File: config.mk
export PLATFORM = sky130hd
export DESIGN_NAME = bm_log_pipe_flat
export DESIGN_NICKNAME = d
export VERILOG_FILES = /design/src/rtl/bm_log_pipe_if.sv /design/src/rtl/bm_log_pipe.sv /design/src/flat_wrapper.sv
export SDC_FILE = /design/constraint.sdc
export NUM_CORES = 1
export LEC_CHECK = 0
export BUFFER_PORTS_ARGS = -buffer_cell sky130_fd_sc_hd__clkbuf_2
export CAP_MARGIN = 30
export CORE_ASPECT_RATIO = 0.75
export CORE_UTILIZATION = 45
export DETAILED_ROUTE_END_ITERATION = 10
export MAX_ROUTING_LAYER = met4
export PLACE_DENSITY = 0.67
export SYNTH_ARGS = -nofsm -noshare
export SYNTH_HDL_FRONTEND = slang
export SYNTH_SLANG_ARGS = --single-unit
File: constraint.sdc
create_clock -name clock -period 2.8 [get_ports clock]
set_clock_uncertainty 0.1 [all_clocks]
set_input_delay 0.28 -clock clock [delete_from_list [all_inputs] [get_ports clock]]
set_output_delay 0.28 -clock clock [all_outputs]
set_load 0.01 [all_outputs]
File: src/rtl/bm_log_pipe_if.sv
// bm_log_pipe_if: handshake and result bundle for bm_log_pipe.
//   Producer side : in_valid, op, a, b  ->  in_ready
//   Consumer side : out_valid, out, out_zero, out_parity, out_illegal, count
//                   <- out_ready
// The master modport is the environment (drives operands and out_ready).
// The slave modport is the pipe (drives in_ready and all results).
interface bm_log_pipe_if #(
  parameter int BITS    = 32,
  parameter int COUNT_W = 16
);
  logic               in_valid;
  logic               in_ready;
  logic [2:0]         op;
  logic [BITS-1:0]    a;
  logic [BITS-1:0]    b;
  logic               out_valid;
  logic               out_ready;
  logic [BITS-1:0]    out;
  logic               out_zero;
  logic               out_parity;
  logic               out_illegal;
  logic [COUNT_W-1:0] count;

  modport master (
    output in_valid, op, a, b, out_ready,
    input  in_ready, out_valid, out, out_zero, out_parity, out_illegal, count
  );

  modport slave (
    input  in_valid, op, a, b, out_ready,
    output in_ready, out_valid, out, out_zero, out_parity, out_illegal, count
  );
endinterface

File: src/rtl/bm_log_pipe.sv
// bm_log_pipe: two-stage elastic bitwise logic unit.
//   Stage 1 captures {op, a, b} on input acceptance.
//   Stage 2 computes the result and its flags from stage 1 and holds them
//   while the consumer stalls. One result per cycle when out_ready stays high.
// Ports:
//   clock, reset_n : rising-edge clock, asynchronous active-low reset
//   bus (slave)    : in_valid/in_ready/op/a/b in, out_valid/out_ready/out,
//                    out_zero, out_parity, out_illegal, count (saturating
//                    number of delivered results)
// Build option:
//   LOG_NAND_NOR_EN - when defined, opcodes 4/5 compute NAND/NOR. When not
//   defined they return zero with out_illegal set; handshake and count are
//   unaffected.
module bm_log_pipe #(
  parameter int BITS    = 32,
  parameter int COUNT_W = 16
) (
  input logic          clock,
  input logic          reset_n,
  bm_log_pipe_if.slave bus
);

`ifdef LOG_NAND_NOR_EN
  localparam bit NAND_NOR_EN = 1'b1;
`else
  localparam bit NAND_NOR_EN = 1'b0;
`endif

  localparam logic [COUNT_W-1:0] COUNT_MAX = {COUNT_W{1'b1}};

  function automatic logic op_illegal(input logic [2:0] op);
    op_illegal = !NAND_NOR_EN && ((op == 3'd4) || (op == 3'd5));
  endfunction

  function automatic logic [BITS-1:0] logic_op(input logic [2:0]      op,
                                               input logic [BITS-1:0] a,
                                               input logic [BITS-1:0] b);
    case (op)
      3'd0:    logic_op = a & b;
      3'd1:    logic_op = a | b;
      3'd2:    logic_op = a ^ b;
      3'd3:    logic_op = ~(a ^ b);
      3'd4:    logic_op = NAND_NOR_EN ? ~(a & b) : '0;
      3'd5:    logic_op = NAND_NOR_EN ? ~(a | b) : '0;
      3'd6:    logic_op = ~a;
      default: logic_op = (a & b) | (a ^ b) | (~a | b);
    endcase
  endfunction

  // Saturating increment: holds at all-ones instead of wrapping.
  function automatic logic [COUNT_W-1:0] sat_inc(input logic [COUNT_W-1:0] v);
    sat_inc = (v == COUNT_MAX) ? v : v + 1'b1;
  endfunction

  logic               vld_p1;
  logic [2:0]         op_p1;
  logic [BITS-1:0]    a_p1;
  logic [BITS-1:0]    b_p1;

  logic               vld_p2;
  logic [BITS-1:0]    out_p2;
  logic               zero_p2;
  logic               parity_p2;
  logic               illegal_p2;
  logic [COUNT_W-1:0] count_p2;

  logic               load_p1;
  logic               load_p2;
  logic               xfer;
  logic               in_ready;
  logic [BITS-1:0]    res_p1;
  logic               ill_p1;

  // Stage 2 may refill when empty or when its current result leaves this
  // cycle; stage 1 may refill when empty or when it drains into stage 2.
  // This lets a full pipe accept and deliver on the same edge.
  assign load_p2  = vld_p1 && (!vld_p2 || bus.out_ready);
  assign in_ready = !vld_p1 || load_p2;
  assign load_p1  = bus.in_valid && in_ready;
  assign xfer     = vld_p2 && bus.out_ready;

  // ---- stage 1 : operand capture ----
  always_ff @(posedge clock or negedge reset_n) begin
    if (!reset_n) begin
      vld_p1 <= 1'b0;
    end else if (load_p1) begin
      vld_p1 <= 1'b1;
    end else if (load_p2) begin
      vld_p1 <= 1'b0;
    end
  end

  always_ff @(posedge clock) begin
    if (load_p1) begin
      op_p1 <= bus.op;
      a_p1  <= bus.a;
      b_p1  <= bus.b;
    end
  end

  assign ill_p1 = op_illegal(op_p1);
  assign res_p1 = ill_p1 ? '0 : logic_op(op_p1, a_p1, b_p1);

  // ---- stage 2 : result and flags ----
  // Result registers carry reset values because they are visible ports.
  always_ff @(posedge clock or negedge reset_n) begin
    if (!reset_n) begin
      vld_p2     <= 1'b0;
      out_p2     <= '0;
      zero_p2    <= 1'b0;
      parity_p2  <= 1'b0;
      illegal_p2 <= 1'b0;
    end else if (load_p2) begin
      vld_p2     <= 1'b1;
      out_p2     <= res_p1;
      zero_p2    <= (res_p1 == '0);
      parity_p2  <= ^res_p1;
      illegal_p2 <= ill_p1;
    end else if (xfer) begin
      vld_p2     <= 1'b0;
    end
  end

  always_ff @(posedge clock or negedge reset_n) begin
    if (!reset_n) begin
      count_p2 <= '0;
    end else if (xfer) begin
      count_p2 <= sat_inc(count_p2);
    end
  end

  assign bus.in_ready    = in_ready;
  assign bus.out_valid   = vld_p2;
  assign bus.out         = out_p2;
  assign bus.out_zero    = zero_p2;
  assign bus.out_parity  = parity_p2;
  assign bus.out_illegal = illegal_p2;
  assign bus.count       = count_p2;

endmodule

File: src/flat_wrapper.sv
// flat-port wrapper written by rule: the top's interface ports become plain ports
module bm_log_pipe_flat 
#(
  parameter int BITS    = 32,
  parameter int COUNT_W = 16
)
  (clock, reset_n, bus_in_valid, bus_op, bus_a, bus_b, bus_out_ready, bus_in_ready, bus_out_valid, bus_out, bus_out_zero, bus_out_parity, bus_out_illegal, bus_count);
  bm_log_pipe_if #(.BITS(BITS), .COUNT_W(COUNT_W)) bus_i ();
  input logic clock;
  input logic reset_n;
  input wire logic [$bits(bus_i.in_valid)-1:0] bus_in_valid;
  input wire logic [$bits(bus_i.op)-1:0] bus_op;
  input wire logic [$bits(bus_i.a)-1:0] bus_a;
  input wire logic [$bits(bus_i.b)-1:0] bus_b;
  input wire logic [$bits(bus_i.out_ready)-1:0] bus_out_ready;
  output wire logic [$bits(bus_i.in_ready)-1:0] bus_in_ready;
  output wire logic [$bits(bus_i.out_valid)-1:0] bus_out_valid;
  output wire logic [$bits(bus_i.out)-1:0] bus_out;
  output wire logic [$bits(bus_i.out_zero)-1:0] bus_out_zero;
  output wire logic [$bits(bus_i.out_parity)-1:0] bus_out_parity;
  output wire logic [$bits(bus_i.out_illegal)-1:0] bus_out_illegal;
  output wire logic [$bits(bus_i.count)-1:0] bus_count;
  assign bus_i.in_valid = bus_in_valid;
  assign bus_i.op = bus_op;
  assign bus_i.a = bus_a;
  assign bus_i.b = bus_b;
  assign bus_i.out_ready = bus_out_ready;
  assign bus_in_ready = bus_i.in_ready;
  assign bus_out_valid = bus_i.out_valid;
  assign bus_out = bus_i.out;
  assign bus_out_zero = bus_i.out_zero;
  assign bus_out_parity = bus_i.out_parity;
  assign bus_out_illegal = bus_i.out_illegal;
  assign bus_count = bus_i.count;
  bm_log_pipe #(.BITS(BITS), .COUNT_W(COUNT_W)) u_core (.clock(clock), .reset_n(reset_n), .bus(bus_i));
endmodule
==> out/qor.csv <==
stage;metric;value;unit
run_status;status;finished clean;
detailed_routing;final_antenna_net_count;0;
final_layout;stdcell_count;1213;
setup_path;reg2reg_from;u_core.op_p1[0];
sta;tns;0;ps
setup_path;r2r_end;u_core.bus.out_parity;
logic_synthesis;yosys.cell_types.count;38;
setup_path;cpMaxStageDelayCell;edfxtp_1;
grt;grt_pass1_vias;6064;
grt;gr-usage-met2;36.1;%
sta;timing.hold.ws;104;ps
detailed_routing;drc;0;
sta;slew_headroom;71.3;%
floorplanning;die_y;116;microns
setup_path;crit_buf_inv;2;
placed_design;place_area;8800;sq um
flow_run;drv_cap;0;
detailed_routing;wl;19.8;mm
setup_path;path_class;flop to flop;
clock_network;clkTransAtPathRegs;60;ps
setup_path;worstPathMaxFanout;31;
sta;fin_crit_sh;94.3;%
logic_synthesis;yosysSeqAreaShare;42.7;%
pwr;powerDensity;578;nW/um^2
detailed_routing;firstDrtPassIters;4;
final_layout;n_antenna_cell;0;
setup_path;arrival;2850;ps
floorplanning;core.rowCount;41;
placed_design;dp_hpwl;12.9;mm
clock_network;htreeDepth;4;
logic_synthesis;synth_nets;992;
floorplanning;die_area;17900;sq um
logic_synthesis;synth_cells;776;
setup_path;path_delay_family;XOR/XNOR gates;
hold_path;hp-start;bus_out_ready;
setup_path;start_kind;flop;
final_layout;design_area;10500;sq um
sta;max_freq;0.379;GHz
floorplanning;initial_core_util;46.3;%
clock_network;clock_tree.buffer_depth;2;
sta;final_hold_viol_count;0;
pwr;p_leak;4.96;nW
floorplanning;die_x;154;microns
floorplanning;core;16900;sq um
final_layout;final_layout_size_suffix_gt1_share;23.4;%
setup_path;max_stage_delay;440;ps
grt;antenna_found_initial;0;
sta;final.setup.worst_slack;160;ps
logic_synthesis;synth.area.top_cells;edfxtp_1 (26%), ha_1 (23%), dfrtp_1 (17%);
grt;globalRouteOverflowTotal;0;
setup_path;required;3010;ps
hold_path;hp-class;input port to flop;
detailed_routing;wire_per_inst;16.4;microns
sta;period_minus_slack;2640;ps
grt;met3_usage;5.12;%
clock_network;insertion_delay;430;ps
sta;worst-slew-pin-transition;429;ps
grt;grt-busiest-layer;met2;
logic_synthesis;synth.top_cell.area_share;25.8;%
setup_path;crit_chain;buf_4 -> buf_12 -> o21ai_0 -> o22ai_1 -> a32oi_2 -> ha_1 -> xnor2_2 -> xnor2_2 -> xnor2_2 -> xnor2_1 -> o21ai_1;
hold_path;hold_path_depth;3;
logic_synthesis;synth-edff-count;67;
floorplanning;ios;124;
hold_path;holdPathEnd;u_core.bus.count[7];
grt;gr-usage-all-layers;23.0;%
setup_path;reg2reg_depth;11;
clock_network;tritoncts;yes;
logic_synthesis;async_reset_ff_share;44.2;%
grt;grt_max_degree;68;
placed_design;placed_cells;1098;
logic_synthesis;synth_area_leader_cell;edfxtp_1;
setup_path;reg2reg_slack;160;ps
placed_design;dp_slack;90.9;ps
detailed_routing;viasPerCell;5.21;
placed_design;numPortBuffers;123;
sta;slew_viol_final;0;
logic_synthesis;synthesis.area;7810;sq um
grt;use_met1;30.3;%
clock_network;numCtsBuffers;17;
pwr;peakVddDrop;0.000318;V
logic_synthesis;ys_seq_elements;120;
setup_path;endpoint_kind;flop;
final_layout;areaGrowthSynthToFinish;34.2;%
clock_network;cts-root-buf;clkbuf_16;
clock_network;cts.sinks;120;
setup_path;cpMostUsedCell;xnor2_2;
placed_design;routabilityCongestion;0.827;
logic_synthesis;yosysWarningCount;0;
logic_synthesis;avgSynthCellArea;10.1;sq um
detailed_routing;vias;6324;
sta;timing.final.setup_violations;0;
logic_synthesis;synth-main-ff-cell;edfxtp_1;
detailed_routing;drt_iter0_markers;486;
grt;grt_pass1_wl;30.8;mm
final_layout;layout.nets;1201;
[cell usage after synthesis, types with 2 or more instances]
master	n
nand4_1	7
ha_1	145
inv_1	74
and2_1	3
nand2b_1	3
dfrtp_1	53
o22ai_1	31
nand2_1	129
buf_2	7
xor2_1	6
nor3_1	3
o21ai_0	81
nor2_1	6
nand3_1	37
and4_1	2
a31oi_1	3
a32oi_1	31
and3_1	2
clkbuf_1	33
edfxtp_1	67
o21ai_1	8
mux2i_1	10
xnor2_1	20
[placed cells by master (no fill, tap or decap), types with 31 or more instances in the layout]
cell type | synthesis | final
inv_1 | 74 | 73
edfxtp_1 | 67 | 67
o22ai_1 | 31 | 31
dlygate4sd3_1 | 0 | 69
o21ai_0 | 81 | 69
ha_1 | 145 | 145
nand3_1 | 37 | 37
clkbuf_2 | 0 | 123
nand2_1 | 129 | 126
dfrtp_1 | 53 | 53
[report_power, final]
part	switching, mW	internal (mW)
clock	0.819	1.33
combinational	0.845	0.775
sequential	0.190	2.10
total	1.85	4.21
[through the flow]
step	total power [mW]	util [%]
2_1_floorplan	3.13	-
3_3_place_gp	3.63	52.1
3_5_place_dp	3.65	52.1
4_1_cts	5.90	59.7
5_1_grt	6.38	62.1
6_report	6.06	62.1
[area by class of cell]
cell class                      instances  area (sq um)
Fill cell                            1380          6390
Multi-Input combinational cell        541          4260
Inverter                               74           278
Sequential cell                       120          3340
Clock buffer                           23           532
Timing Repair Buffer                  231          1750
Tap cell                              215           269
Clock inverter                          9          57.6
[worst max-delay path by stage]
stage | start | end | slack (ps) | cells after the start
2_1_floorplan | u_core.op_p1[0] | u_core.bus.out_parity | 320 | 11
3_3_place_gp | u_core.op_p1[2] | u_core.bus.out_parity | 110 | 10
3_5_place_dp | u_core.a_p1[3] | u_core.bus.out_parity | 90 | 11
4_1_cts | u_core.a_p1[3] | u_core.bus.out_parity | 50 | 11
5_1_grt | u_core.op_p1[0] | u_core.bus.out_parity | -40 | 11
6_report | u_core.op_p1[0] | u_core.bus.out_parity | 160 | 11
[worst register-to-register path, cell delays in order, from the launching register on]
cell	delay, ps
edfxtp_1	440
buf_4	180
buf_12	150
o21ai_0	190
o22ai_1	130
a32oi_2	250
ha_1	320
xnor2_2	260
xnor2_2	170
xnor2_2	140
xnor2_1	130
o21ai_1	80
[what timing repair did]
action | in CTS | in global routing
setup buffers | 0 | 10
endpoints found under the hold margin | 121 | 0
setup endpoints to repair | 0 | 1
hold buffers | 69 | 0
gates resized for setup | 0 | 55
[cells by family (layout without fill, tap and decap cells)]
| group | Yosys count | after routing | synth area share, % |
|---|---|---|---|
| simple gates | 199 | 199 | 11.3 |
| compound gates | 160 | 160 | 12.6 |
| fa+ha+maj | 145 | 145 | 23.2 |
| flops | 120 | 120 | 42.7 |
| buf+inv | 115 | 337 | 5.69 |
| xor+xnor | 26 | 26 | 2.92 |
| mux | 11 | 11 | 1.47 |
[routing by layer]
layer	vias to the layer above	share of wire [%]
met3	10	5.4
li1	3133	-
met5	-	0
met1	3004	48
met4	0	0.67
met2	177	46
[flip-flops by register name, indices dropped and copies added, names as in the netlist]
signal	count
u_core.bus.out_illegal	1
u_core.bus.count	16
u_core.vld_p1	1
u_core.op_p1	3
u_core.a_p1	32
u_core.bus.out_zero	1
u_core.bus.out	32
u_core.bus.out_valid	1
u_core.bus.out_parity	1
u_core.b_p1	32
(Power assumes the default switching activity.)
